**src/rtl/gba_regbus_pkg.sv**
```systemverilog
// Shared types and constants for the GBA I/O register bus initiator
// and its lane-steering helper.
package gba_regbus_pkg;

    typedef enum logic [1:0] {
        ST_IDLE,
        ST_ISSUE,
        ST_WAIT,
        ST_RESP
    } state_t;

    localparam logic [1:0] ACC_BYTE = 2'd0;
    localparam logic [1:0] ACC_HALF = 2'd1;
    localparam logic [1:0] ACC_WORD = 2'd2;

    localparam int DEF_READ_LAT = 1;
    localparam int DEF_TIMEOUT  = 15;

    // Size code 3 has no encoding of its own and behaves as a word access.
    function automatic logic [1:0] acc_norm(input logic [1:0] size);
        return (size == 2'd3) ? ACC_WORD : size;
    endfunction

endpackage

```
**src/rtl/gba_regbus_master_lane.sv**
```systemverilog
// Combinational lane steering for the GBA register bus: byte enables and
// replicated write data from (addr, size, wdata), and right-aligned,
// zero-extended read data from (addr, size, dout). Also used by the DMA path.
module gba_regbus_lane
    import gba_regbus_pkg::*;
(
    input  logic [1:0]  addr,
    input  logic [1:0]  size,
    input  logic [31:0] wdata,
    input  logic [31:0] dout,
    output logic [3:0]  be,
    output logic [31:0] din,
    output logic [31:0] rdata
);

    logic [1:0]  acc;
    logic [4:0]  shift;
    logic [31:0] shifted;

    assign acc = acc_norm(size);

    // Byte enables, write-lane replication and read shift amount per access size.
    always_comb begin
        be    = 4'hF;
        din   = wdata;
        shift = '0;
        case (acc)
            ACC_BYTE: begin
                be    = 4'b0001 << addr;
                din   = {4{wdata[7:0]}};
                shift = {addr, 3'b000};
            end
            ACC_HALF: begin
                be    = addr[1] ? 4'b1100 : 4'b0011;
                din   = {2{wdata[15:0]}};
                shift = {addr[1], 4'b0000};
            end
            default: begin
                be    = 4'hF;
                din   = wdata;
                shift = '0;
            end
        endcase
    end

    // Right-align the addressed lanes and zero-extend to the access width.
    always_comb begin
        shifted = dout >> shift;
        case (acc)
            ACC_BYTE: rdata = {24'h0, shifted[7:0]};
            ACC_HALF: rdata = {16'h0, shifted[15:0]};
            default:  rdata = shifted;
        endcase
    end

endmodule

```
**src/rtl/gba_regbus_master.sv**
```systemverilog
// GBA I/O register bus initiator: one CPU access at a time, converted into a
// word-aligned bus cycle with a single-cycle gb_bus_ena strobe.
// Optional feature macro: GBA_REGBUS_DONE_WAIT_EN (wait for gb_bus_done with
// a TIMEOUT bound instead of the fixed READ_LAT read latency).
module gba_regbus_master
    import gba_regbus_pkg::*;
#(
    parameter int READ_LAT = DEF_READ_LAT,
    parameter int TIMEOUT  = DEF_TIMEOUT
) (
    input  logic        clk,
    input  logic        reset,
    input  logic        req_valid,
    output logic        req_ready,
    input  logic        req_write,
    input  logic [27:0] req_addr,
    input  logic [1:0]  req_size,
    input  logic [31:0] req_wdata,
    output logic        resp_valid,
    output logic [31:0] resp_rdata,
    output logic        resp_err,
    output logic [31:0] gb_bus_din,
    input  logic [31:0] gb_bus_dout,
    output logic [27:0] gb_bus_adr,
    output logic        gb_bus_rnw,
    output logic        gb_bus_ena,
    output logic [3:0]  gb_bus_be,
    output logic [1:0]  gb_bus_acc,
    input  logic        gb_bus_done,
    output logic        gb_bus_rst
);

    localparam int CNT_MAX = ((READ_LAT > TIMEOUT) ? READ_LAT : TIMEOUT) + 1;
    localparam int CNT_W   = $clog2(CNT_MAX + 1);

`ifdef GBA_REGBUS_DONE_WAIT_EN
    localparam logic [CNT_W-1:0] TO_CMP  = CNT_W'(TIMEOUT);
`else
    localparam logic [CNT_W-1:0] LAT_CMP = CNT_W'(READ_LAT);
    logic unused_done;
    assign unused_done = gb_bus_done;
`endif

    state_t           state;
    logic [1:0]       addr_lo_q;
    logic [1:0]       size_q;
    logic             write_q;
    logic [CNT_W-1:0] wait_cnt;

    logic [1:0]       lane_addr;
    logic [1:0]       lane_size;
    logic [3:0]       lane_be;
    logic [31:0]      lane_din;
    logic [31:0]      lane_rdata;

    // One steering instance serves both directions: in IDLE it shapes the
    // incoming request, afterwards it extracts read data for the latched access.
    assign lane_addr = (state == ST_IDLE) ? req_addr[1:0] : addr_lo_q;
    assign lane_size = (state == ST_IDLE) ? req_size      : size_q;

    gba_regbus_lane u_lane (
        .addr  (lane_addr),
        .size  (lane_size),
        .wdata (req_wdata),
        .dout  (gb_bus_dout),
        .be    (lane_be),
        .din   (lane_din),
        .rdata (lane_rdata)
    );

    // Bus reset to the responders follows the system reset by one cycle.
    always_ff @(posedge clk) begin
        gb_bus_rst <= reset;
    end

    // Access sequencer: IDLE -> ISSUE -> (WAIT) -> RESP, all outputs registered.
    always_ff @(posedge clk) begin
        if (reset) begin
            state      <= ST_IDLE;
            req_ready  <= 1'b0;
            resp_valid <= 1'b0;
            resp_rdata <= '0;
            resp_err   <= 1'b0;
            gb_bus_ena <= 1'b0;
            gb_bus_adr <= '0;
            gb_bus_din <= '0;
            gb_bus_be  <= '0;
            gb_bus_rnw <= 1'b1;
            gb_bus_acc <= '0;
            addr_lo_q  <= '0;
            size_q     <= '0;
            write_q    <= 1'b0;
            wait_cnt   <= '0;
        end else begin
            gb_bus_ena <= 1'b0;
            resp_valid <= 1'b0;
            case (state)
                ST_IDLE: begin
                    if (req_valid && req_ready) begin
                        addr_lo_q  <= req_addr[1:0];
                        size_q     <= req_size;
                        write_q    <= req_write;
                        gb_bus_adr <= {req_addr[27:2], 2'b00};
                        gb_bus_din <= lane_din;
                        gb_bus_be  <= lane_be;
                        gb_bus_rnw <= ~req_write;
                        gb_bus_acc <= req_size;
                        gb_bus_ena <= 1'b1;
                        req_ready  <= 1'b0;
                        state      <= ST_ISSUE;
                    end else begin
                        req_ready  <= 1'b1;
                    end
                end
                ST_ISSUE: begin
                    wait_cnt <= CNT_W'(1);
`ifdef GBA_REGBUS_DONE_WAIT_EN
                    state    <= ST_WAIT;
`else
                    if (write_q) begin
                        resp_valid <= 1'b1;
                        state      <= ST_RESP;
                    end else if (READ_LAT == 0) begin
                        resp_valid <= 1'b1;
                        resp_rdata <= lane_rdata;
                        state      <= ST_RESP;
                    end else begin
                        state      <= ST_WAIT;
                    end
`endif
                end
                ST_WAIT: begin
`ifdef GBA_REGBUS_DONE_WAIT_EN
                    if (gb_bus_done) begin
                        resp_valid <= 1'b1;
                        resp_err   <= 1'b0;
                        if (!write_q) begin
                            resp_rdata <= lane_rdata;
                        end
                        state      <= ST_RESP;
                    end else if (wait_cnt >= TO_CMP) begin
                        resp_valid <= 1'b1;
                        resp_err   <= 1'b1;
                        resp_rdata <= '0;
                        state      <= ST_RESP;
                    end else begin
                        wait_cnt   <= wait_cnt + CNT_W'(1);
                    end
`else
                    if (wait_cnt >= LAT_CMP) begin
                        resp_valid <= 1'b1;
                        resp_rdata <= lane_rdata;
                        state      <= ST_RESP;
                    end else begin
                        wait_cnt   <= wait_cnt + CNT_W'(1);
                    end
`endif
                end
                ST_RESP: begin
                    req_ready <= 1'b1;
                    state     <= ST_IDLE;
                end
                default: begin
                    state <= ST_IDLE;
                end
            endcase
        end
    end

endmodule

```
**config.mk**
```make
export PLATFORM = sky130hd
export DESIGN_NAME = gba_regbus_master
export DESIGN_NICKNAME = d
export VERILOG_FILES = /design/src/rtl/gba_regbus_pkg.sv /design/src/rtl/gba_regbus_master_lane.sv /design/src/rtl/gba_regbus_master.sv
export SDC_FILE = /design/constraint.sdc
export NUM_CORES = 1
export LEC_CHECK = 0
export BUFFER_PORTS_ARGS = -buffer_cell sky130_fd_sc_hd__buf_2
export CAP_MARGIN = 10
export CELL_PAD_IN_SITES_DETAIL_PLACEMENT = 1
export CELL_PAD_IN_SITES_GLOBAL_PLACEMENT = 1
export CORE_ASPECT_RATIO = 0.7
export CORE_UTILIZATION = 38
export DETAILED_ROUTE_END_ITERATION = 8
export PLACE_DENSITY_LB_ADDON = 0.1
export SETUP_SLACK_MARGIN = 0.1
export SLEW_MARGIN = 20
export SYNTH_ARGS = -nofsm -noshare
export SYNTH_HDL_FRONTEND = slang
export SYNTH_HIERARCHICAL = 1
export SYNTH_SLANG_ARGS = --single-unit
```
**constraint.sdc**
```tcl
create_clock -name clk -period 5.2 [get_ports clk]
set_input_delay 0.78 -clock clk [delete_from_list [all_inputs] [get_ports clk]]
set_output_delay 0.78 -clock clk [all_outputs]
set_load 0.02 [all_outputs]
```
After elaboration in Yosys (flattened, before gate mapping)
Cells that the tools add are included.
{ "classes": {"n_reduce_logical": 10, "addsub": 1, "eq_ne": 8, "muxes": 20, "n_bitwise": 2, "shifts": 2, "n_lt_le_gt_ge": 1} }
{ "ops": {"columns": ["op", "count"], "rows": [
  ["case mux 32 bit (2 select lines)", 2],
  ["right shift 32 x 5 -> 32 bit", 1],
  ["case mux 5 bit (2 select lines)", 2],
  ["2-to-1 mux 2 bit", 5],
  ["case mux 2 bit (4 select lines)", 1],
  ["case mux 4 bit (2 select lines)", 1],
  ["AND reduction 2 bit", 4],
  ["== test 2 bit, second input constant", 3],
  ["adder 5 x 1 -> 5 bit, second input constant", 1],
  ["greater-or-equal comparator 5 x 1 -> 1 bit, second input constant", 1],
  ["2-to-1 mux 1 bit", 5],
  ["2-to-1 mux 5 bit", 1],
  ["== test 2 x 1 -> 1 bit, second input constant", 2],
  ["logical NOT 2 bit", 2],
  ["2-to-1 mux 4 bit", 1],
  ["inequality test 2 bit, second input constant", 2],
  ["case mux 1 bit (2 select lines)", 2],
  ["nonzero test 2 bit", 2],
  ["left shift 1 x 2 -> 4 bit, first input constant", 1],
  ["inequality test 2 x 1 -> 1 bit, second input constant", 1],
  ["inverter 1 bit", 2],
  ["OR reduction 2 bit", 1],
  ["logical AND 1 bit", 1]
]} }
{ "word_totals": {"elab_cells": 58, "register_bits": 111, "input_bits": 99} }

Logic depth before layout (Yosys ltp)
{ "depth": {"depth_word": 8, "depth_mapped": 11, "depth_no_buf": 8} }

Hierarchy
Netlist, hierarchy kept.
{ "modules_own_cells": {"columns": ["module", "cells_each", "area_each_um2", "n_inst"], "rows": [
  ["gba_regbus_master", 493, 4347.9, 1],
  ["gba_regbus_lane", 112, 945.9, 1]
]} }

Least setup slack after synthesis
No wires, ideal clock.
{ "synth_timing": {"kind": "reg2reg", "startpoint": "register state[0]", "endpoint": "register resp_rdata[7]", "required_time_ns": 5.080, "stages_incl_launch_ff": 12, "arrival_ns": 2.267, "period_less_slack_ns": 2.387, "setup_ns": 0.120, "slack_ns": 2.813, "cell_sequence": "dfxtp_1 > inv_1 > ha_1 > buf_2 > mux2_2 > buf_4 > nor2_8 > and2_4 > buf_6 > mux4_2 > nand2b_1 > mux2i_1"} }
{ "synth_between": {"elab_chain_cells": 8, "word_cells_on_any_way": 12} }
{ "synth_rtl": {"columns": ["item", "line_no", "source"], "rows": [
  ["from (decl)", "gba_regbus_master.sv:44", "state_t state;"],
  ["from (signal assigned)", "gba_regbus_master.sv:79", "state <= ST_IDLE;"],
  ["from (signal assigned)", "gba_regbus_master.sv:110", "state <= ST_ISSUE;"],
  ["from (signal assigned)", "gba_regbus_master.sv:122", "state <= ST_RESP;"],
  ["logical NOT 2 bit (*)", "gba_regbus_master.sv:59", "assign lane_size = (state == ST_IDLE) ? req_size : size_q;"],
  ["2-to-1 mux 2 bit (*)", "gba_regbus_master.sv:59", null],
  ["net lane_size[1]", "gba_regbus_master.sv:51", "logic [1:0] lane_size;"],
  ["== test 2 bit", "gba_regbus_pkg.sv:21", "return (size == 2'd3) ? ACC_WORD : size;"],
  ["2-to-1 mux 2 bit (*)", "gba_regbus_pkg.sv:21", null],
  ["== test 2 x 1 -> 1 bit or logical NOT 2 bit (tied branches)", "gba_regbus_master_lane.sv:27", "case (acc)"],
  ["case mux 5 bit (2 select lines) (*)", "gba_regbus_master_lane.sv:27", null],
  ["right shift 32 x 5 -> 32 bit (*)", "gba_regbus_master_lane.sv:48", "shifted = dout >> shift;"],
  ["case mux 32 bit (2 select lines) (*)", "gba_regbus_master_lane.sv:49", "case (acc)"],
  ["net lane_rdata[7]", "gba_regbus_master.sv:54", "logic [31:0] lane_rdata;"],
  ["to (signal assigned)", "gba_regbus_master.sv:125", "resp_rdata <= lane_rdata;"],
  ["to (signal assigned)", "gba_regbus_master.sv:152", "resp_rdata <= lane_rdata;"],
  ["to (decl)", "gba_regbus_master.sv:20", "output logic [31:0] resp_rdata,"]
]} }
The timed path passes the listed nets; every way through them passes the cells marked *.
A chain may end at the register's enable or synchronous reset.

Worst setup path after layout
Ends and elaborated chain as after synthesis.

==> flow_metrics.tcl <==
set metrics [dict create \
    outcome "finished clean" \
    design.core.area_sq_um 13360 \
    cp_max_fo 45 \
    drt-vias-per-instance 4.928 \
    post_drt_wl_per_cell_microns 16.79 \
    hpwl_mm 11.63 \
    routabilityCongestion 0.8225 \
    rows 35 \
    critPathKind "reg2reg" \
    postRouteAntennaNets 0 \
    cts_resized 0 \
    htree_levels 3 \
    drcViolationCount 0 \
    rsz0062_at_grt "no" \
    yosysWarnings 6 \
    ys_ff_latch 111 \
    insertion_delay_ps 350 \
    gr-total-overflow 0 \
    ys_async_sr_fraction_pct 0 \
    die_w_microns 143.1 \
    num_antenna_cells 0 \
    finalNetCount 871 \
    antenna_found_initial 3 \
    io_buffers 198 \
    finalCritPeriodShare_pct 59.80 \
    synth_area_leaders "dfxtp_1, nand2_1, mux2i_1, nand2b_1, a21oi_1" \
    root_buffer "clkbuf_16" \
    die_h_microns 100.8 \
    finalSetupViolations 0 \
    startpoint_type "flop" \
    critPathArrivalTime_ps 3320 \
    drt-initial-drc-count 121 \
    relSlewSlack_pct 55.55 \
    grt_usage_pct 22.74 \
    design_area_sq_um 6561 \
    fmax_mhz 321.6 \
    hold_viol_final 0 \
    worst_pin_slew_ps 666.8 \
    fin_crit_ps 3110 \
    yosys.area.top_type "dfxtp_1" \
    ios 203 \
    synth.cell_area_sq_um 5294 \
    hp-class "reg2reg" \
    start_util_pct 39.63 \
    critPathCaptureType "flop" \
    vias 4711 \
    power_w 0.002285 \
    die_area_sq_um 14410 \
    drt-total-wl_mm 16.05 \
    grt_pass1_wl_mm 25.07 \
    required_ps 5410 \
    synth_top_flop_cell "dfxtp_1" \
    drv_cap 0 \
    avgSynthCellArea_sq_um 8.750 \
    tns_ps 0 \
    max-clock-path-buffers 2 \
    synth_edf_count 0 \
    fin_skew_ps 9.809 \
    hold_buffers 0 \
    drive_above_1_share_pct 32.81 \
    leakage_nw 2.861 \
    grt_max_degree 77 \
    power_density_nw_per_um2 348.2 \
    finalMaxSlewViolations 0 \
    cts.sinks 111 \
    clk_pin_slew_ps 70 \
    synth_top_area_share_pct 41.98 \
    synth_cells 605 \
    ys_types 36 \
    cts_tree "yes" \
    ir_drop_mv 0.1582 \
    dr.pass1.iters 4 \
    cts_made_buffers 9 \
    placed_area_sq_um 6257 \
    seq_area_frac_synth_pct 41.98 \
    areaGrowthSynthToFinish_pct 23.94 \
    post_cts_buffers 0 \
    grt_pass1_vias 4794 \
]
-- registers in the layout, summed over array words and instances (netlist names) --
signal and count:
addr_lo_q 2, gb_bus_adr 26, gb_bus_be 4, gb_bus_din 32, gb_bus_ena 1, gb_bus_rnw 1, gb_bus_rst 1, req_ready 1
resp_rdata 32, resp_valid 1, size_q 2, state 2, wait_cnt 5, write_q 1
-- kinds of logic (layout without fill, tap and decap cells) --
family / after synthesis / after routing / share of synthesized area [%]
and+or+nand+nor: 253 / 253 / 23.21
other: 1 / 3 / 0.07084
adders and majority gates: 6 / 6 / 1.418
AOI/OAI and AO/OA: 101 / 101 / 11.30
buffers and inverters: 62 / 226 / 6.476
DFF: 111 / 111 / 41.98
muxes: 71 / 71 / 15.55
-- cell usage in the layout, fill, tap and decap left out, drive strengths merged, types with 3 or more instances in the layout --
master,n
clkbuf,9
o21ai,9
mux2i,44
clkinv,4
mux4,7
and2,20
nor2,10
dfxtp,111
nand2,143
conb,3
inv,8
nor3,4
ha,6
a22o,14
a21oi,70
mux2,20
nand2b,69
buf,204
-- synthesized netlist by cell type, types with 9 or more instances --
master	n
a22o_1	14
buf_4	16
mux2i_1	44
a21oi_1	69
clkbuf_1	23
nand2_1	143
and2_1	19
nand2b_1	69
nor2_1	9
o21ai_0	9
dfxtp_1	111
mux2_2	20
buf_2	10
-- final timing paths --
kind | start | end | slack, ps | cells after the start
min | gb_bus_din[31]$_SDFFE_PP0P_ | gb_bus_din[31]$_SDFFE_PP0P_ | 450 | 2
min reg2reg | gb_bus_din[31]$_SDFFE_PP0P_ | gb_bus_din[31]$_SDFFE_PP0P_ | 450 | 2
max | state[0]$_SDFFE_PP0P_ | resp_rdata[7]$_SDFFE_PP0P_ | 2090 | 9
max reg2reg | state[0]$_SDFFE_PP0P_ | resp_rdata[7]$_SDFFE_PP0P_ | 2090 | 9
-- power by group --
group | internal [W] | switching [W]
logic | 0.000244 | 0.000379
clock network | 0.000380 | 0.000335
registers | 0.000911 | 0.0000359
total | 0.00153 | 0.000750
-- layout make-up --
class	count	area, sq um
inverters	6	22.52
clock buffers	9	225.2
flip-flops and latches	111	2222
fillers	1651	6795
well taps	185	231.5
multi-input cells	434	2743
repair buffers	204	1039
clock inverters	7	78.83
-- through the flow --
stage / instances / setup slack (ps) / hold slack (ps) / utilization (%)
detailed placement: 940 / 2092 / 444.9 / 46.85
CTS: 956 / 2084 / 455.6 / 49.12
floorplan: 607 / 2813 / 430.5 / -
global route: 956 / 1918 / 463.1 / 49.12
global placement: 940 / 2208 / 439.2 / 46.85
finish: 956 / 2090 / 452.4 / 49.12
-- critical path, cell delays in order, from the launching register on --
cell and delay [ps]:
dfxtp_1 340, inv_1 130, ha_1 440, mux2_2 490, buf_4 320, nor2_8 270, and2_4 290, mux4_2 550
nand2b_1 90, mux2i_1 60
-- per-layer routing --
metal  global-route usage, %  part of all wire (%)
met1                   29.94                    46
met2                   36.70                    45
met3                   6.698                   7.1
met4                   5.128                  0.97
met5                       0                  0.14
No activity file was read; power rests on OpenSTA's default activity.
